[src/rtl/bitmap_dram_arbiter_pkg.sv]
// Shared types and constants for the bitmap DRAM arbiter: FSM state encoding,
// nibble-select values and default geometry/latency parameters.
package bitmap_dram_arbiter_pkg;

    localparam int AW_DEF           = 15;
    localparam int DW_DEF           = 8;
    localparam int VID_MAX_WAIT_DEF = 3;

    localparam logic NIB_HI = 1'b1;
    localparam logic NIB_LO = 1'b0;

    typedef enum logic [3:0] {
        ST_IDLE = 4'd0,
        ST_VRD  = 4'd1,
        ST_VCAP = 4'd2,
        ST_CRD  = 4'd3,
        ST_CCAP = 4'd4,
        ST_CWR  = 4'd5,
        ST_BRD  = 4'd6,
        ST_BCAP = 4'd7,
        ST_BWR  = 4'd8
    } state_e;

endpackage

[src/rtl/bitmap_dram_arbiter_if.sv]
// Bundle of the video-fetch, CPU and DRAM-array signals around the arbiter.
// slave is the arbiter's view; master is the surrounding system's view.
interface bitmap_dram_arbiter_if import bitmap_dram_arbiter_pkg::*; #(
    parameter int AW = AW_DEF,
    parameter int DW = DW_DEF
);
    logic          vid_req;
    logic [AW-1:0] vid_addr;
    logic [DW-1:0] vid_data;
    logic          vid_valid;

    logic          cpu_req;
    logic          cpu_we;
    logic          cpu_bitmd;
    logic          cpu_pixa;
    logic [AW-1:0] cpu_addr;
    logic [DW-1:0] cpu_wdata;
    logic [DW-1:0] cpu_rdata;
    logic          cpu_ack;

    logic [AW-1:0] ram_addr;
    logic          ram_we;
    logic [DW-1:0] ram_wdata;
    logic [DW-1:0] ram_rdata;

    modport slave (
        input  vid_req, vid_addr,
        output vid_data, vid_valid,
        input  cpu_req, cpu_we, cpu_bitmd, cpu_pixa, cpu_addr, cpu_wdata,
        output cpu_rdata, cpu_ack,
        output ram_addr, ram_we, ram_wdata,
        input  ram_rdata
    );

    modport master (
        output vid_req, vid_addr,
        input  vid_data, vid_valid,
        output cpu_req, cpu_we, cpu_bitmd, cpu_pixa, cpu_addr, cpu_wdata,
        input  cpu_rdata, cpu_ack,
        input  ram_addr, ram_we, ram_wdata,
        output ram_rdata
    );

endinterface

[src/rtl/bitmap_dram_arbiter_chk.sv]
// Simulation-only checks: video request overrun and video fetch latency bound.
module bitmap_dram_arbiter_chk #(
    parameter int VID_MAX_WAIT = 3
) (
    input logic clk,
    input logic reset,
    input logic vid_req,
    input logic vid_pend,
    input logic vid_valid
);

    logic [3:0] wait_q;
    logic       waiting_q;

    // Cycles elapsed since the oldest outstanding video request
    always_ff @(posedge clk) begin
        if (reset) begin
            waiting_q <= 1'b0;
            wait_q    <= 4'd0;
        end else if (vid_valid) begin
            waiting_q <= 1'b0;
            wait_q    <= 4'd0;
        end else if (vid_req && !waiting_q) begin
            waiting_q <= 1'b1;
            wait_q    <= 4'd1;
        end else if (waiting_q) begin
            waiting_q <= 1'b1;
            wait_q    <= wait_q + 4'd1;
        end else begin
            waiting_q <= 1'b0;
            wait_q    <= 4'd0;
        end
    end

    a_vid_overrun: assert property (@(posedge clk) disable iff (reset)
        !(vid_req && vid_pend));

    a_vid_latency: assert property (@(posedge clk) disable iff (reset)
        !(waiting_q && (wait_q > 4'(VID_MAX_WAIT + 3))));

endmodule

[src/rtl/bitmap_dram_arbiter_nibble_merge.sv]
// BITMODE nibble helpers: replace the selected nibble of a captured byte for the
// RMW write-back, and replicate the selected nibble of a read byte as {nib,nib}.
module bitmap_nibble_merge import bitmap_dram_arbiter_pkg::*; (
    input  logic [7:0] rmw_byte_i,
    input  logic [7:0] rd_byte_i,
    input  logic [3:0] pix_i,
    input  logic       pixa_i,
    output logic [7:0] merged_o,
    output logic [7:0] split_o
);

    // Nibble merge for writes and nibble replication for reads
    always_comb begin
        merged_o = rmw_byte_i;
        split_o  = rd_byte_i;
        if (pixa_i == NIB_HI) begin
            merged_o = {pix_i, rmw_byte_i[3:0]};
            split_o  = {rd_byte_i[7:4], rd_byte_i[7:4]};
        end else begin
            merged_o = {rmw_byte_i[7:4], pix_i};
            split_o  = {rd_byte_i[3:0], rd_byte_i[3:0]};
        end
    end

endmodule

[src/rtl/bitmap_dram_arbiter.sv]
// Time-multiplexes the bitmap DRAM between video refresh fetches and CPU byte /
// BITMODE nibble accesses; BITMODE writes are an atomic read-modify-write.
module bitmap_dram_arbiter import bitmap_dram_arbiter_pkg::*; #(
    parameter int AW           = AW_DEF,
    parameter int DW           = DW_DEF,
    parameter int VID_MAX_WAIT = VID_MAX_WAIT_DEF
) (
    input logic                  clk,
    input logic                  reset,
    bitmap_dram_arbiter_if.slave bus
);

    state_e        state_q, state_d;
    logic          vid_pend_q, vid_pend_d;
    logic [AW-1:0] vid_addr_q, vid_addr_d;
    logic [DW-1:0] cap_q, cap_d;
    logic [AW-1:0] ram_addr_q, ram_addr_d;
    logic          ram_we_q, ram_we_d;
    logic [DW-1:0] ram_wdata_q, ram_wdata_d;
    logic [DW-1:0] vid_data_q, vid_data_d;
    logic          vid_valid_q, vid_valid_d;
    logic [DW-1:0] cpu_rdata_q, cpu_rdata_d;
    logic          cpu_ack_q, cpu_ack_d;
    logic [DW-1:0] merged_s;
    logic [DW-1:0] split_s;

    bitmap_nibble_merge u_nibble (
        .rmw_byte_i (cap_q),
        .rd_byte_i  (bus.ram_rdata),
        .pix_i      (bus.cpu_wdata[7:4]),
        .pixa_i     (bus.cpu_pixa),
        .merged_o   (merged_s),
        .split_o    (split_s)
    );

    // Next-state and next-output logic; every output is the registered result
    // of the current state's action, so acks land in the following IDLE cycle.
    always_comb begin
        state_d     = state_q;
        vid_pend_d  = vid_pend_q;
        vid_addr_d  = vid_addr_q;
        cap_d       = cap_q;
        ram_addr_d  = ram_addr_q;
        ram_we_d    = 1'b0;
        ram_wdata_d = ram_wdata_q;
        vid_data_d  = vid_data_q;
        vid_valid_d = 1'b0;
        cpu_rdata_d = cpu_rdata_q;
        cpu_ack_d   = 1'b0;

        if (bus.vid_req) begin
            vid_pend_d = 1'b1;
            vid_addr_d = bus.vid_addr;
        end else begin
            vid_pend_d = vid_pend_q;
        end

        case (state_q)
            ST_IDLE: begin
                if (vid_pend_d) begin
                    state_d    = ST_VRD;
                    ram_addr_d = vid_addr_d;
                    vid_pend_d = 1'b0;
                end else if (bus.cpu_req && !cpu_ack_q) begin
                    ram_addr_d = bus.cpu_addr;
                    if (!bus.cpu_we) begin
                        state_d = ST_CRD;
                    end else if (bus.cpu_bitmd) begin
                        state_d = ST_BRD;
                    end else begin
                        state_d = ST_CWR;
                    end
                end else begin
                    state_d = ST_IDLE;
                end
            end
            ST_VRD:  state_d = ST_VCAP;
            ST_VCAP: begin
                vid_data_d  = bus.ram_rdata;
                vid_valid_d = 1'b1;
                state_d     = ST_IDLE;
            end
            ST_CRD:  state_d = ST_CCAP;
            ST_CCAP: begin
                if (bus.cpu_bitmd) begin
                    cpu_rdata_d = split_s;
                end else begin
                    cpu_rdata_d = bus.ram_rdata;
                end
                cpu_ack_d = 1'b1;
                state_d   = ST_IDLE;
            end
            ST_CWR: begin
                ram_we_d    = 1'b1;
                ram_addr_d  = bus.cpu_addr;
                ram_wdata_d = bus.cpu_wdata;
                cpu_ack_d   = 1'b1;
                state_d     = ST_IDLE;
            end
            ST_BRD:  state_d = ST_BCAP;
            ST_BCAP: begin
                cap_d   = bus.ram_rdata;
                state_d = ST_BWR;
            end
            ST_BWR: begin
                ram_we_d    = 1'b1;
                ram_wdata_d = merged_s;
                cpu_ack_d   = 1'b1;
                state_d     = ST_IDLE;
            end
            default: state_d = ST_IDLE;
        endcase
    end

    // State and output registers
    always_ff @(posedge clk) begin
        if (reset) begin
            state_q     <= ST_IDLE;
            vid_pend_q  <= 1'b0;
            vid_addr_q  <= '0;
            cap_q       <= '0;
            ram_addr_q  <= '0;
            ram_we_q    <= 1'b0;
            ram_wdata_q <= '0;
            vid_data_q  <= '0;
            vid_valid_q <= 1'b0;
            cpu_rdata_q <= '0;
            cpu_ack_q   <= 1'b0;
        end else begin
            state_q     <= state_d;
            vid_pend_q  <= vid_pend_d;
            vid_addr_q  <= vid_addr_d;
            cap_q       <= cap_d;
            ram_addr_q  <= ram_addr_d;
            ram_we_q    <= ram_we_d;
            ram_wdata_q <= ram_wdata_d;
            vid_data_q  <= vid_data_d;
            vid_valid_q <= vid_valid_d;
            cpu_rdata_q <= cpu_rdata_d;
            cpu_ack_q   <= cpu_ack_d;
        end
    end

    assign bus.ram_addr  = ram_addr_q;
    assign bus.ram_we    = ram_we_q;
    assign bus.ram_wdata = ram_wdata_q;
    assign bus.vid_data  = vid_data_q;
    assign bus.vid_valid = vid_valid_q;
    assign bus.cpu_rdata = cpu_rdata_q;
    assign bus.cpu_ack   = cpu_ack_q;

    bitmap_dram_arbiter_chk #(.VID_MAX_WAIT(VID_MAX_WAIT)) u_chk (
        .clk       (clk),
        .reset     (reset),
        .vid_req   (bus.vid_req),
        .vid_pend  (vid_pend_q),
        .vid_valid (vid_valid_q)
    );

endmodule

[src/flat_wrapper.sv]
// flat-port wrapper written by rule: the top's interface ports become plain ports
module bitmap_dram_arbiter_flat import bitmap_dram_arbiter_pkg::*;
#(
    parameter int AW           = AW_DEF,
    parameter int DW           = DW_DEF,
    parameter int VID_MAX_WAIT = VID_MAX_WAIT_DEF
)
  (clk, reset, bus_vid_req, bus_vid_addr, bus_vid_data, bus_vid_valid, bus_cpu_req, bus_cpu_we, bus_cpu_bitmd, bus_cpu_pixa, bus_cpu_addr, bus_cpu_wdata, bus_cpu_rdata, bus_cpu_ack, bus_ram_addr, bus_ram_we, bus_ram_wdata, bus_ram_rdata);
  bitmap_dram_arbiter_if #(.AW(AW), .DW(DW)) bus_i ();
  input logic clk;
  input logic reset;
  input wire logic [$bits(bus_i.vid_req)-1:0] bus_vid_req;
  input wire logic [$bits(bus_i.vid_addr)-1:0] bus_vid_addr;
  output wire logic [$bits(bus_i.vid_data)-1:0] bus_vid_data;
  output wire logic [$bits(bus_i.vid_valid)-1:0] bus_vid_valid;
  input wire logic [$bits(bus_i.cpu_req)-1:0] bus_cpu_req;
  input wire logic [$bits(bus_i.cpu_we)-1:0] bus_cpu_we;
  input wire logic [$bits(bus_i.cpu_bitmd)-1:0] bus_cpu_bitmd;
  input wire logic [$bits(bus_i.cpu_pixa)-1:0] bus_cpu_pixa;
  input wire logic [$bits(bus_i.cpu_addr)-1:0] bus_cpu_addr;
  input wire logic [$bits(bus_i.cpu_wdata)-1:0] bus_cpu_wdata;
  output wire logic [$bits(bus_i.cpu_rdata)-1:0] bus_cpu_rdata;
  output wire logic [$bits(bus_i.cpu_ack)-1:0] bus_cpu_ack;
  output wire logic [$bits(bus_i.ram_addr)-1:0] bus_ram_addr;
  output wire logic [$bits(bus_i.ram_we)-1:0] bus_ram_we;
  output wire logic [$bits(bus_i.ram_wdata)-1:0] bus_ram_wdata;
  input wire logic [$bits(bus_i.ram_rdata)-1:0] bus_ram_rdata;
  assign bus_i.vid_req = bus_vid_req;
  assign bus_i.vid_addr = bus_vid_addr;
  assign bus_vid_data = bus_i.vid_data;
  assign bus_vid_valid = bus_i.vid_valid;
  assign bus_i.cpu_req = bus_cpu_req;
  assign bus_i.cpu_we = bus_cpu_we;
  assign bus_i.cpu_bitmd = bus_cpu_bitmd;
  assign bus_i.cpu_pixa = bus_cpu_pixa;
  assign bus_i.cpu_addr = bus_cpu_addr;
  assign bus_i.cpu_wdata = bus_cpu_wdata;
  assign bus_cpu_rdata = bus_i.cpu_rdata;
  assign bus_cpu_ack = bus_i.cpu_ack;
  assign bus_ram_addr = bus_i.ram_addr;
  assign bus_ram_we = bus_i.ram_we;
  assign bus_ram_wdata = bus_i.ram_wdata;
  assign bus_i.ram_rdata = bus_ram_rdata;
  bitmap_dram_arbiter #(.AW(AW), .DW(DW), .VID_MAX_WAIT(VID_MAX_WAIT)) u_core (.clk(clk), .reset(reset), .bus(bus_i));
endmodule
[config.mk]
export PLATFORM = sky130hd
export DESIGN_NAME = bitmap_dram_arbiter_flat
export DESIGN_NICKNAME = d
export VERILOG_FILES = /design/src/rtl/bitmap_dram_arbiter_pkg.sv /design/src/rtl/bitmap_dram_arbiter_if.sv /design/src/rtl/bitmap_dram_arbiter_chk.sv /design/src/rtl/bitmap_dram_arbiter_nibble_merge.sv /design/src/rtl/bitmap_dram_arbiter.sv /design/src/flat_wrapper.sv
export SDC_FILE = /design/constraint.sdc
export NUM_CORES = 1
export LEC_CHECK = 0
export ABC_AREA = 1
export CORE_ASPECT_RATIO = 0.6
export CORE_MARGIN = 2
export CORE_UTILIZATION = 46
export DETAILED_ROUTE_END_ITERATION = 7
export GPL_TIMING_DRIVEN = 0
export PLACE_DENSITY_LB_ADDON = 0.12
export RECOVER_POWER = 25
export SLEW_MARGIN = 20
export SYNTH_ARGS = -nofsm -noshare
export SYNTH_HDL_FRONTEND = slang
export SYNTH_HIERARCHICAL = 1
export SYNTH_SLANG_ARGS = --single-unit
[constraint.sdc]
create_clock -name clk -period 1.8 [get_ports clk]
set_input_delay 0.18 -clock clk [delete_from_list [all_inputs] [get_ports clk]]
set_output_delay 0.18 -clock clk [all_outputs]
set_load 0.005 [all_outputs]
==> run_summary.xml, run 1 <==
<?xml version="1.0" encoding="UTF-8"?>
<metrics>
  <group name="detailed_routing">
    <metric name="remaining_drc_errors" unit="">0</metric>
    <metric name="wire_per_inst" unit="um">13.7</metric>
    <metric name="final_antenna_net_count" unit="">0</metric>
    <metric name="detailroute.via_count" unit="">3160</metric>
    <metric name="viasPerCell" unit="">4.96</metric>
    <metric name="drt-pass1-iter-count" unit="">6</metric>
    <metric name="wirelength" unit="um">8750</metric>
    <metric name="drt-initial-drc-count" unit="">307</metric>
  </group>
  <group name="layout">
    <metric name="post_route_cells_drive_above_1_share" unit="">0.0964</metric>
    <metric name="final.fill_count" unit="">579</metric>
    <metric name="flow.area_growth_from_synthesis" unit="%">42.9</metric>
    <metric name="design_area" unit="mm2">0.00446</metric>
    <metric name="post_layout_nonfiller_instances" unit="">637</metric>
    <metric name="layout.area.seq" unit="mm2">0.00140</metric>
    <metric name="final_nets" unit="">598</metric>
    <metric name="antenna_cells_inserted" unit="">0</metric>
    <metric name="multi_input_comb_area" unit="mm2">0.00140</metric>
  </group>
  <group name="timing">
    <metric name="tightest_slew_margin_relative_to_the_limit" unit="">0.656</metric>
    <metric name="worst_pin_slew" unit="ns">0.517</metric>
    <metric name="setup_repair_after_global_routing_missed_its_margin" unit="">false</metric>
    <metric name="fin_worst_skew" unit="ns">0.0102</metric>
    <metric name="holdWs" unit="ns">0.244</metric>
    <metric name="max_freq" unit="MHz">622</metric>
    <metric name="setup_total_negative_slack" unit="ns">0</metric>
    <metric name="post-route-period-util" unit="">0.893</metric>
    <metric name="number_of_setup_violations_in_the_final_report" unit="">0</metric>
    <metric name="drv_slew" unit="">0</metric>
    <metric name="period_minus_slack" unit="ns">1.61</metric>
    <metric name="final_hold_viol_count" unit="">0</metric>
  </group>
  <group name="yosys">
    <metric name="yosysSeqAreaShare" unit="">0.449</metric>
    <metric name="synth.area.mux_share" unit="">0</metric>
    <metric name="synth_top_family_by_area" unit="">simple AND/OR/NAND/NOR gates</metric>
    <metric name="ys.flop_type" unit="">sky130_fd_sc_hd__dfxtp_1</metric>
    <metric name="synth_compound_area_frac" unit="">0.172</metric>
    <metric name="post_synth_top_area_cell" unit="">sky130_fd_sc_hd__dfxtp_1</metric>
    <metric name="synthXorXnorAreaFrac" unit="">0</metric>
    <metric name="fraction_of_registers_with_async_set_or_reset_after_synthesis" unit="">0</metric>
    <metric name="ys.warnings.count" unit="">6</metric>
    <metric name="number_of_flops_mapped_to_enable_cells_by_yosys" unit="">0</metric>
    <metric name="syn-cell-area" unit="mm2">0.00312</metric>
    <metric name="synth.distinct_cells" unit="">21</metric>
    <metric name="synth-simple-area-share" unit="">0.278</metric>
    <metric name="synthDominantCellAreaShare" unit="">0.449</metric>
    <metric name="synth_commonest_cells" unit="">sky130_fd_sc_hd__nand2_1 (94), sky130_fd_sc_hd__dfxtp_1 (70), sky130_fd_sc_hd__nor2_1 (64)</metric>
    <metric name="syn_area_per_cell" unit="um2">7.06</metric>
    <metric name="synth_most_common_cell" unit="">sky130_fd_sc_hd__nand2_1</metric>
    <metric name="synth_area_leaders" unit="">sky130_fd_sc_hd__dfxtp_1 (45%), sky130_fd_sc_hd__nand2_1 (11%), sky130_fd_sc_hd__o21ai_0 (7.7%), sky130_fd_sc_hd__nor2_1 (7.7%), sky130_fd_sc_hd__a21oi_1 (6.9%)</metric>
    <metric name="synth-seq-cells" unit="">70</metric>
    <metric name="synthCells" unit="">442</metric>
    <metric name="post_synth_fa_ha_maj_area_fraction" unit="">0</metric>
    <metric name="nets_in_the_synthesized_netlist" unit="">495</metric>
  </group>
  <group name="floorplan">
    <metric name="chipHeight" unit="um">67.8</metric>
    <metric name="floorplan.initialDensity" unit="">0.471</metric>
    <metric name="design.die.area" unit="mm2">0.00748</metric>
    <metric name="die_w" unit="um">110</metric>
    <metric name="fp-row-count" unit="">23</metric>
    <metric name="io-pin-count" unit="">95</metric>
    <metric name="floorplan.core_area" unit="mm2">0.00662</metric>
  </group>
  <group name="clock_tree">
    <metric name="cts_max_path_buffers" unit="">2</metric>
    <metric name="postCtsSetupBuffers" unit="">0</metric>
    <metric name="cts_tree" unit="">built</metric>
    <metric name="htreeDepth" unit="">3</metric>
    <metric name="tritoncts.num_buffers" unit="">9</metric>
    <metric name="post_cts.resized_instances" unit="">0</metric>
    <metric name="cts_root_buffer" unit="">sky130_fd_sc_hd__clkbuf_16</metric>
    <metric name="hold_buffers" unit="">0</metric>
    <metric name="clk_latency" unit="ns">0.34</metric>
    <metric name="tritoncts_num_sinks" unit="">70</metric>
    <metric name="clock_slew_at_reported_path_ffs" unit="ns">0.06</metric>
  </group>
  <group name="global_route">
    <metric name="first_global_vias" unit="">2784</metric>
    <metric name="global_route_total_usage_across_every_layer" unit="">0.245</metric>
    <metric name="grt_max_degree" unit="">14</metric>
    <metric name="antenna_violations_before_repair" unit="">0</metric>
    <metric name="grt.overflow.total" unit="">0</metric>
    <metric name="wire_length_of_the_first_global_routing_pass" unit="um">13600</metric>
  </group>
  <group name="placement">
    <metric name="placedCellCount" unit="">621</metric>
    <metric name="hpwl" unit="um">6550</metric>
    <metric name="final_replace_weighted_congestion" unit="">0.834</metric>
    <metric name="placed_cell_area" unit="mm2">0.00415</metric>
    <metric name="numPortBuffers" unit="">92</metric>
  </group>
  <group name="power_and_ir_drop">
    <metric name="irDropWorstVdd" unit="uV">483</metric>
    <metric name="power_leakage" unit="nW">2.05</metric>
    <metric name="report.power.total" unit="mW">4.52</metric>
    <metric name="power.density_cell_area" unit="mW/mm2">1010</metric>
  </group>
  <group name="hold_path">
    <metric name="hold_path_class" unit="">in2reg</metric>
  </group>
  <group name="setup_path">
    <metric name="worst-setup-path-type" unit="">in2reg</metric>
    <metric name="kind_of_start_point_of_the_critical_path" unit="">input port</metric>
    <metric name="cp.required" unit="ns">2.07</metric>
    <metric name="crit_arrival" unit="ns">1.88</metric>
    <metric name="timing.critical_path.to_type" unit="">flop</metric>
    <metric name="critical_path.max_fanout" unit="">10</metric>
  </group>
  <group name="run">
    <metric name="max_cap_viol_count" unit="">0</metric>
  </group>
  <group name="outcome">
    <metric name="run_status" unit="">complete, no violations</metric>
  </group>
</metrics>
-- through the flow --
step	worst slack (ns)	util
floorplan	0.562	-
global placement	-0.0854	0.627
detailed placement	-0.0828	0.627
CTS	0.253	0.676
global route	0.0531	0.674
finish	0.192	0.674
-- cells by family after synthesis --
family                 after synthesis
AO/OA/AOI/OAI                      105
AND/OR/NAND/NOR                    200
buffers and inverters               67
flip-flops                          70
-- placed cells by master (no fill, tap or decap) --
master / synthesis / routed
sky130_fd_sc_hd__o21a_1: 1 / 1
sky130_fd_sc_hd__bufinv_16: 0 / 2
sky130_fd_sc_hd__clkinv_2: 0 / 1
sky130_fd_sc_hd__nor2_1: 64 / 65
sky130_fd_sc_hd__or2_2: 11 / 11
sky130_fd_sc_hd__nand2_4: 4 / 4
sky130_fd_sc_hd__nor3_1: 1 / 1
sky130_fd_sc_hd__clkbuf_1: 9 / 11
sky130_fd_sc_hd__buf_2: 3 / 2
sky130_fd_sc_hd__nor2_4: 4 / 3
sky130_fd_sc_hd__nand3_1: 22 / 22
sky130_fd_sc_hd__inv_1: 36 / 36
sky130_fd_sc_hd__clkinv_1: 0 / 1
sky130_fd_sc_hd__nand2_1: 94 / 94
sky130_fd_sc_hd__clkbuf_2: 1 / 1
sky130_fd_sc_hd__clkinvlp_4: 0 / 2
sky130_fd_sc_hd__dfxtp_1: 70 / 70
sky130_fd_sc_hd__inv_6: 0 / 1
sky130_fd_sc_hd__buf_6: 3 / 3
sky130_fd_sc_hd__clkinv_4: 0 / 1
sky130_fd_sc_hd__a31oi_1: 2 / 2
sky130_fd_sc_hd__buf_4: 10 / 9
sky130_fd_sc_hd__o211ai_1: 2 / 2
sky130_fd_sc_hd__o21ai_1: 9 / 7
sky130_fd_sc_hd__clkbuf_16: 0 / 9
sky130_fd_sc_hd__a21oi_1: 43 / 43
sky130_fd_sc_hd__o21ai_0: 48 / 50
sky130_fd_sc_hd__inv_2: 5 / 4
sky130_fd_sc_hd__clkdlybuf4s50_1: 0 / 80
sky130_fd_sc_hd__dlygate4sd3_1: 0 / 12
-- power by group --
group / leakage [nW] / internal, mW / total [mW] / switching [mW]
logic: 1.33 / 0.436 / 0.864 / 0.428
registers: 0.573 / 1.68 / 1.75 / 0.0660
clock network: 0.152 / 1.22 / 1.91 / 0.696
total: 2.05 / 3.33 / 4.52 / 1.19
-- worst max-delay path, cell delays in order --
cell and delay (ns):
sky130_fd_sc_hd__clkdlybuf4s50_1 0.72, sky130_fd_sc_hd__clkbuf_1 0.36, sky130_fd_sc_hd__or2_2 0.18, sky130_fd_sc_hd__o21ai_0 0.12
sky130_fd_sc_hd__nor2_1 0.16, sky130_fd_sc_hd__nor2_1 0.06, sky130_fd_sc_hd__nor2_1 0.10
-- flip-flops by register name, indices dropped and copies added, names as in the netlist --
signal	cells
u_core/cap_q	8
u_core/bus.ram_addr	15
u_core/bus.vid_valid	1
u_core/bus.ram_wdata	8
u_core/bus.cpu_ack	1
u_core/vid_addr_q	15
u_core/bus.vid_data	8
u_core/vid_pend_q	1
u_core/bus.cpu_rdata	8
u_core/state_q	4
u_core/bus.ram_we	1
-- worst paths after layout --
kind / start / to / slack [ns] / cells past startpoint
setup / recovery: bus_vid_req / u_core/bus.ram_addr[14] / 0.19 / 7
hold / removal: reset / u_core/bus.ram_addr[12] / 0.24 / 2
setup reg to reg: u_core/state_q[2] / u_core/bus.ram_addr[13] / 0.23 / 9
hold reg to reg: u_core/bus.ram_addr[8] / u_core/bus.ram_addr[8] / 0.49 / 2
-- per-layer routing --
metal,vias up,share of wire,track usage
met5,-,0,0
met4,0,0.011,0.0891
met3,12,0.087,0.0666
met2,115,0.39,0.321
met1,1420,0.51,0.374
li1,1613,-,-
-- cell type report --
cell class | instances | share of cell area
clock buffers | 9 | 0.0505
repair buffers | 92 | 0.206
inverters | 41 | 0.0345
well taps | 87 | 0.0244
plain buffers | 26 | 0.0353
clock inverters | 7 | 0.0219
multi-input cells | 305 | 0.313
flip-flops and latches | 70 | 0.314
(Power assumes the default switching activity.)
==> run 2: changes to the inputs <==
- GPL_ROUTABILITY_DRIVEN: not set -> 0
- clock period: 1.8 -> 1.6 ns (I/O delays scaled with it)
==> run 2 against run 1 <==
Hold slack lost 0.020 ns. Global-route usage is the same. Worst setup slack got worse by 0.041 ns. Sequential cell count stayed put. Combinational power increased by 14%. Critical path type is now reg2reg. Largest cell class is now multi-input gates.
==> run_summary.xml, run 2 (synthesized netlist as in run 1, its figures left out) <==
<?xml version="1.0" encoding="UTF-8"?>
<metrics>
  <group name="outcome">
    <metric name="run_status" unit="">complete, no violations</metric>
  </group>
  <group name="power_and_ir_drop">
    <metric name="power.density_cell_area" unit="mW/mm2">1140</metric>
    <metric name="switching_share_of_total_power" unit="">0.263</metric>
    <metric name="comb_power_share" unit="">0.193</metric>
    <metric name="net-switching-power" unit="mW">1.34</metric>
    <metric name="irDropWorstVdd" unit="uV">544</metric>
    <metric name="power_leakage" unit="nW">2.03</metric>
    <metric name="sequential_cell_fraction_of_total_power" unit="">0.386</metric>
    <metric name="power.internal" unit="mW">3.76</metric>
    <metric name="p_clk_frac" unit="">0.422</metric>
  </group>
  <group name="placement">
    <metric name="placed_cell_area" unit="mm2">0.00415</metric>
    <metric name="hpwl" unit="um">6550</metric>
    <metric name="numPortBuffers" unit="">92</metric>
    <metric name="dpl_worst_slack" unit="ns">-0.263</metric>
    <metric name="placedCellCount" unit="">621</metric>
  </group>
  <group name="layout">
    <metric name="post_route_cells_drive_above_1_share" unit="">0.0982</metric>
    <metric name="design_area" unit="mm2">0.00446</metric>
    <metric name="multi_input_comb_area" unit="mm2">0.00140</metric>
    <metric name="post_layout_nonfiller_instances" unit="">637</metric>
    <metric name="layout.area.seq" unit="mm2">0.00140</metric>
    <metric name="final_util" unit="">0.674</metric>
    <metric name="flow.area_growth_from_synthesis" unit="%">43.1</metric>
    <metric name="final.fill_count" unit="">578</metric>
    <metric name="layout.cells.most_common" unit="">sky130_fd_sc_hd__nand2_1</metric>
    <metric name="layout.cells.most_common_list" unit="">sky130_fd_sc_hd__nand2_1 (94), sky130_fd_sc_hd__clkdlybuf4s50_1 (86), sky130_fd_sc_hd__dfxtp_1 (70)</metric>
    <metric name="antenna_cells_inserted" unit="">0</metric>
    <metric name="final_nets" unit="">598</metric>
  </group>
  <group name="detailed_routing">
    <metric name="final_antenna_net_count" unit="">0</metric>
    <metric name="drt-initial-drc-count" unit="">353</metric>
    <metric name="viasPerCell" unit="">4.96</metric>
    <metric name="remaining_drc_errors" unit="">0</metric>
    <metric name="detailroute.via_count" unit="">3160</metric>
    <metric name="drt-pass1-iter-count" unit="">5</metric>
    <metric name="wire_per_inst" unit="um">13.7</metric>
    <metric name="wirelength" unit="um">8720</metric>
  </group>
  <group name="clock_tree">
    <metric name="cts_max_path_buffers" unit="">2</metric>
    <metric name="tritoncts_num_sinks" unit="">70</metric>
    <metric name="cts_tree" unit="">built</metric>
    <metric name="clk_latency" unit="ns">0.34</metric>
    <metric name="htreeDepth" unit="">3</metric>
    <metric name="postCtsSetupBuffers" unit="">0</metric>
    <metric name="tritoncts.num_buffers" unit="">9</metric>
    <metric name="clock_slew_at_reported_path_ffs" unit="ns">0.06</metric>
    <metric name="cts_root_buffer" unit="">sky130_fd_sc_hd__clkbuf_16</metric>
  </group>
  <group name="setup_path">
    <metric name="kind_of_start_point_of_the_critical_path" unit="">flop</metric>
    <metric name="worst-r2r-cell-count" unit="">8</metric>
    <metric name="cp.required" unit="ns">1.82</metric>
    <metric name="worst-setup-path-type" unit="">reg2reg</metric>
    <metric name="critical_path.max_fanout" unit="">10</metric>
    <metric name="timing.critical_path.to_type" unit="">flop</metric>
    <metric name="crit_arrival" unit="ns">1.67</metric>
  </group>
  <group name="timing">
    <metric name="fin_worst_skew" unit="ns">0.00989</metric>
    <metric name="final_critical_path_setup_slack" unit="ns">0.151</metric>
    <metric name="tightest_slew_margin_relative_to_the_limit" unit="">0.653</metric>
    <metric name="final_hold_viol_count" unit="">0</metric>
    <metric name="worst_pin_slew" unit="ns">0.520</metric>
    <metric name="setup_repair_after_global_routing_missed_its_margin" unit="">false</metric>
    <metric name="number_of_setup_violations_in_the_final_report" unit="">0</metric>
    <metric name="post-route-period-util" unit="">0.905</metric>
    <metric name="period_minus_slack" unit="ns">1.45</metric>
    <metric name="setup_total_negative_slack" unit="ns">0</metric>
    <metric name="drv_slew" unit="">0</metric>
    <metric name="max_freq" unit="MHz">690</metric>
  </group>
  <group name="global_route">
    <metric name="wire_length_of_the_first_global_routing_pass" unit="um">13600</metric>
    <metric name="grt_max_degree" unit="">14</metric>
    <metric name="grt.overflow.total" unit="">0</metric>
    <metric name="antenna_violations_before_repair" unit="">0</metric>
    <metric name="first_global_vias" unit="">2784</metric>
    <metric name="global_route_total_usage_across_every_layer" unit="">0.245</metric>
  </group>
  <group name="floorplan">
    <metric name="io-pin-count" unit="">95</metric>
    <metric name="chipHeight" unit="um">67.8</metric>
    <metric name="die_w" unit="um">110</metric>
    <metric name="floorplan.initialDensity" unit="">0.471</metric>
    <metric name="floorplan.core_area" unit="mm2">0.00662</metric>
    <metric name="fp-row-count" unit="">23</metric>
    <metric name="design.die.area" unit="mm2">0.00748</metric>
  </group>
  <group name="hold_path">
    <metric name="hold_path_depth" unit="">2</metric>
    <metric name="hold_path_class" unit="">in2reg</metric>
  </group>
  <group name="run">
    <metric name="max_cap_viol_count" unit="">0</metric>
  </group>
</metrics>
## run 2: worst paths after layout
| check | start | slack (ns) | endpoint |
|---|---|---|---|
| setup / recovery | u_core/state_q[0] | 0.15 | u_core/bus.ram_addr[5] |
| hold / removal | reset | 0.22 | u_core/bus.ram_addr[12] |
| setup reg to reg | u_core/state_q[0] | 0.15 | u_core/bus.ram_addr[5] |
| hold reg to reg | u_core/bus.ram_addr[8] | 0.49 | u_core/bus.ram_addr[8] |
## run 2: what timing repair did
| item | CTS | global route |
|---|---|---|
| endpoints found under the setup margin | 0 | 5 |
| hold buffers | 0 | 0 |
| gates resized for setup | 0 | 2 |
## run 2: power groups by stage
stage                     combinational [mW]  sequential, mW  clock [mW]
after floorplan                        0.501            2.00           0
after global placement                 0.967            2.00           0
after detailed placement               0.979            2.00           0
after CTS                              0.986            1.97        2.17
after global routing                    1.09            1.98        2.24
final                                  0.983            1.97        2.15
## run 2: routing by layer
layer / track usage / routed length, um / up-vias
met5: 0 / 0 / -
met4: 0.0891 / 95 / 0
met3: 0.0666 / 711 / 13
met2: 0.321 / 3400 / 119
met1: 0.374 / 4520 / 1410
li1: - / - / 1618
## run 2: per-stage QoR
step | hold WS (ns) | power (mW)
finish | 0.224 | 5.10
global route | 0.245 | 5.32
CTS | 0.221 | 5.13
detailed placement | 0.482 | 2.98
global placement | 0.472 | 2.96
floorplan | 0.326 | 2.50
## run 2: critical path: stages, from the launching register on
cell	delay [ns]
sky130_fd_sc_hd__dfxtp_1	0.39
sky130_fd_sc_hd__inv_2	0.07
sky130_fd_sc_hd__nor2_4	0.16
sky130_fd_sc_hd__nand2_4	0.14
sky130_fd_sc_hd__nand2_4	0.14
sky130_fd_sc_hd__buf_6	0.16
sky130_fd_sc_hd__nor2_1	0.06
sky130_fd_sc_hd__nor2_1	0.17
sky130_fd_sc_hd__nor2_1	0.06
## run 2: cell type report
| type | instances | share of cell area |
|---|---|---|
| clock buffer | 9 | 0.0504 |
| buffer | 26 | 0.0359 |
| clock inverter | 7 | 0.0219 |
| sequential | 70 | 0.314 |
| tap | 87 | 0.0244 |
| timing repair buffer | 92 | 0.205 |
| inverter | 41 | 0.0345 |
| multi-input combinational | 305 | 0.314 |
==> run 3: changes to the inputs <==
==> constraint.sdc (replaced) <==
create_clock -name clk -period 1.6 [get_ports clk]
set_input_delay 0.16 -clock clk [delete_from_list [all_inputs] [get_ports clk]]
set_output_delay 0.16 -clock clk [all_outputs]
set_load 0.02 [all_outputs]
==> run 3 against run 2 <==
Cell area did not move. Sequential power barely moved. Fmax fell by 1.3%. Critical path depth fell by 7. Wire length rose by 0.11%.
==> run_summary.xml, run 3 (synthesized netlist as in run 1, its figures left out) <==
<?xml version="1.0" encoding="UTF-8"?>
<metrics>
  <group name="placement">
    <metric name="numPortBuffers" unit="">92</metric>
    <metric name="hpwl" unit="um">6550</metric>
    <metric name="placedCellCount" unit="">621</metric>
    <metric name="placed_cell_area" unit="mm2">0.00415</metric>
  </group>
  <group name="global_route">
    <metric name="first_global_vias" unit="">2784</metric>
    <metric name="grt.overflow.total" unit="">0</metric>
    <metric name="antenna_violations_before_repair" unit="">0</metric>
    <metric name="global_route_total_usage_across_every_layer" unit="">0.245</metric>
    <metric name="grt_max_degree" unit="">14</metric>
    <metric name="wire_length_of_the_first_global_routing_pass" unit="um">13600</metric>
  </group>
  <group name="floorplan">
    <metric name="floorplan.core_area" unit="mm2">0.00662</metric>
    <metric name="io-pin-count" unit="">95</metric>
    <metric name="fp-row-count" unit="">23</metric>
    <metric name="chipHeight" unit="um">67.8</metric>
    <metric name="design.die.area" unit="mm2">0.00748</metric>
    <metric name="floorplan.initialDensity" unit="">0.471</metric>
    <metric name="die_w" unit="um">110</metric>
  </group>
  <group name="hold_path">
    <metric name="timing.hold.worst.start" unit="">reset</metric>
    <metric name="min_to" unit="">u_core/bus.ram_addr[12]</metric>
    <metric name="hold_path_depth" unit="">2</metric>
    <metric name="hold_path_class" unit="">in2reg</metric>
  </group>
  <group name="timing">
    <metric name="setup_total_negative_slack" unit="ns">0</metric>
    <metric name="final_hold_viol_count" unit="">0</metric>
    <metric name="tightest_slew_margin_relative_to_the_limit" unit="">0.657</metric>
    <metric name="drv_slew" unit="">0</metric>
    <metric name="holdWs" unit="ns">0.223</metric>
    <metric name="post-route-period-util" unit="">0.917</metric>
    <metric name="number_of_setup_violations_in_the_final_report" unit="">0</metric>
    <metric name="period_minus_slack" unit="ns">1.47</metric>
    <metric name="setup_repair_after_global_routing_missed_its_margin" unit="">false</metric>
    <metric name="max_freq" unit="MHz">682</metric>
    <metric name="worst_pin_slew" unit="ns">0.515</metric>
    <metric name="fin_worst_skew" unit="ns">0.0104</metric>
  </group>
  <group name="clock_tree">
    <metric name="cts_root_buffer" unit="">sky130_fd_sc_hd__clkbuf_16</metric>
    <metric name="htreeDepth" unit="">3</metric>
    <metric name="post_cts.resized_instances" unit="">0</metric>
    <metric name="cts_tree" unit="">built</metric>
    <metric name="postCtsSetupBuffers" unit="">0</metric>
    <metric name="clk_latency" unit="ns">0.34</metric>
    <metric name="tritoncts_num_sinks" unit="">70</metric>
    <metric name="cts_max_path_buffers" unit="">2</metric>
    <metric name="clock_slew_at_reported_path_ffs" unit="ns">0.06</metric>
    <metric name="hold_buffers" unit="">0</metric>
    <metric name="tritoncts.num_buffers" unit="">9</metric>
  </group>
  <group name="outcome">
    <metric name="run_status" unit="">complete, no violations</metric>
  </group>
  <group name="setup_path">
    <metric name="worst_r2r_endpoint" unit="">u_core/bus.ram_wdata[1]</metric>
    <metric name="cpLargestDelayFamily" unit="">buffers and inverters</metric>
    <metric name="worst-r2r-cell-count" unit="">5</metric>
    <metric name="critical_path_slowest_stage_cell" unit="">sky130_fd_sc_hd__clkdlybuf4s50_1</metric>
    <metric name="cp.required" unit="ns">1.44</metric>
    <metric name="worst-setup-path-type" unit="">reg2out</metric>
    <metric name="ff2ff_setup_slack" unit="ns">0.14</metric>
    <metric name="reg2reg_from" unit="">u_core/state_q[1]</metric>
    <metric name="crit_arrival" unit="ns">1.31</metric>
    <metric name="timing.critical_path.to_type" unit="">output port</metric>
    <metric name="critical_path.max_stage_delay" unit="ns">0.61</metric>
    <metric name="critical_path.max_fanout" unit="">2</metric>
    <metric name="kind_of_start_point_of_the_critical_path" unit="">flop</metric>
    <metric name="crit_chain" unit="">clkdlybuf4s50_1</metric>
    <metric name="path_buf_inv" unit="">1</metric>
  </group>
  <group name="power_and_ir_drop">
    <metric name="power.density_cell_area" unit="mW/mm2">1170</metric>
    <metric name="report.power.total" unit="mW">5.23</metric>
    <metric name="power_leakage" unit="nW">2.02</metric>
    <metric name="irDropWorstVdd" unit="uV">547</metric>
  </group>
  <group name="layout">
    <metric name="antenna_cells_inserted" unit="">0</metric>
    <metric name="layout.cells.most_common" unit="">sky130_fd_sc_hd__nand2_1</metric>
    <metric name="flow.area_growth_from_synthesis" unit="%">43.1</metric>
    <metric name="layout.cells.most_common_list" unit="">sky130_fd_sc_hd__nand2_1 (94), sky130_fd_sc_hd__clkdlybuf4s50_1 (91), sky130_fd_sc_hd__dfxtp_1 (70)</metric>
    <metric name="final.fill_count" unit="">578</metric>
    <metric name="design_area" unit="mm2">0.00446</metric>
    <metric name="post_layout_nonfiller_instances" unit="">637</metric>
    <metric name="final_nets" unit="">598</metric>
    <metric name="post_route_cells_drive_above_1_share" unit="">0.0982</metric>
  </group>
  <group name="detailed_routing">
    <metric name="met2WireLength" unit="um">3390</metric>
    <metric name="drt-pass1-iter-count" unit="">5</metric>
    <metric name="m1WireLength" unit="um">4550</metric>
    <metric name="final_antenna_net_count" unit="">0</metric>
    <metric name="drt-initial-drc-count" unit="">341</metric>
    <metric name="detailroute.via_count" unit="">3149</metric>
    <metric name="wire_per_inst" unit="um">13.7</metric>
    <metric name="wl_met3" unit="um">707</metric>
    <metric name="topRoutingLayerUsed" unit="">met4</metric>
    <metric name="wirelength" unit="um">8730</metric>
    <metric name="remaining_drc_errors" unit="">0</metric>
    <metric name="viasPerCell" unit="">4.94</metric>
  </group>
  <group name="run">
    <metric name="max_cap_viol_count" unit="">0</metric>
  </group>
</metrics>
run 3: changes by cell type in the layout (fill, tap and decap cells not counted), sizes merged:
cell,delta
clkdlybuf4s50,+5
dlygate4sd3,-5
run 3: per-layer routing:
metal  GRT usage  up-vias
met1       0.374     1402
met3      0.0666       12
met5           0        -
met2       0.321      116
met4      0.0891        0
li1            -     1619
run 3: power breakdown:
part / switching [mW] / leakage (nW) / internal (mW)
sequential: 0.0749 / 0.573 / 1.89
combinational: 0.607 / 1.29 / 0.505
clock: 0.786 / 0.152 / 1.37
run 3: area by class of cell:
| type | count | area [um2] | share of cell area |
|---|---|---|---|
| inverter | 41 | 154 | 0.0345 |
| multi-input combinational | 305 | 1400 | 0.314 |
| sequential | 70 | 1400 | 0.314 |
| tap | 87 | 109 | 0.0244 |
| buffer | 26 | 160 | 0.0359 |
| timing repair buffer | 92 | 915 | 0.205 |
| clock buffer | 9 | 225 | 0.0504 |
| clock inverter | 7 | 97.6 | 0.0219 |
run 3: worst max-delay path by stage:
stage                                 startpoint                 endpoint  slack (ns)  cells past startpoint
after floorplan               u_core/bus.cpu_ack  u_core/bus.ram_addr[10]        0.36                      8
after global placement               bus_vid_req   u_core/bus.ram_addr[2]       -0.27                      7
after detailed placement             bus_vid_req   u_core/bus.ram_addr[4]       -0.26                      7
after CTS                            bus_vid_req   u_core/bus.ram_addr[4]        0.07                      7
after global routing           u_core/state_q[1]   u_core/bus.vid_data[6]       0.002                      7
final                     u_core/bus.ram_addr[9]          bus_ram_addr[9]        0.13                      1
run 3: metrics by stage:
stage                     utilization  worst slack, ns
after CTS                       0.676           0.0730
after detailed placement        0.627           -0.263
after floorplan                     -            0.362
final                           0.674            0.133
after global placement          0.627           -0.265
after global routing            0.674          0.00245
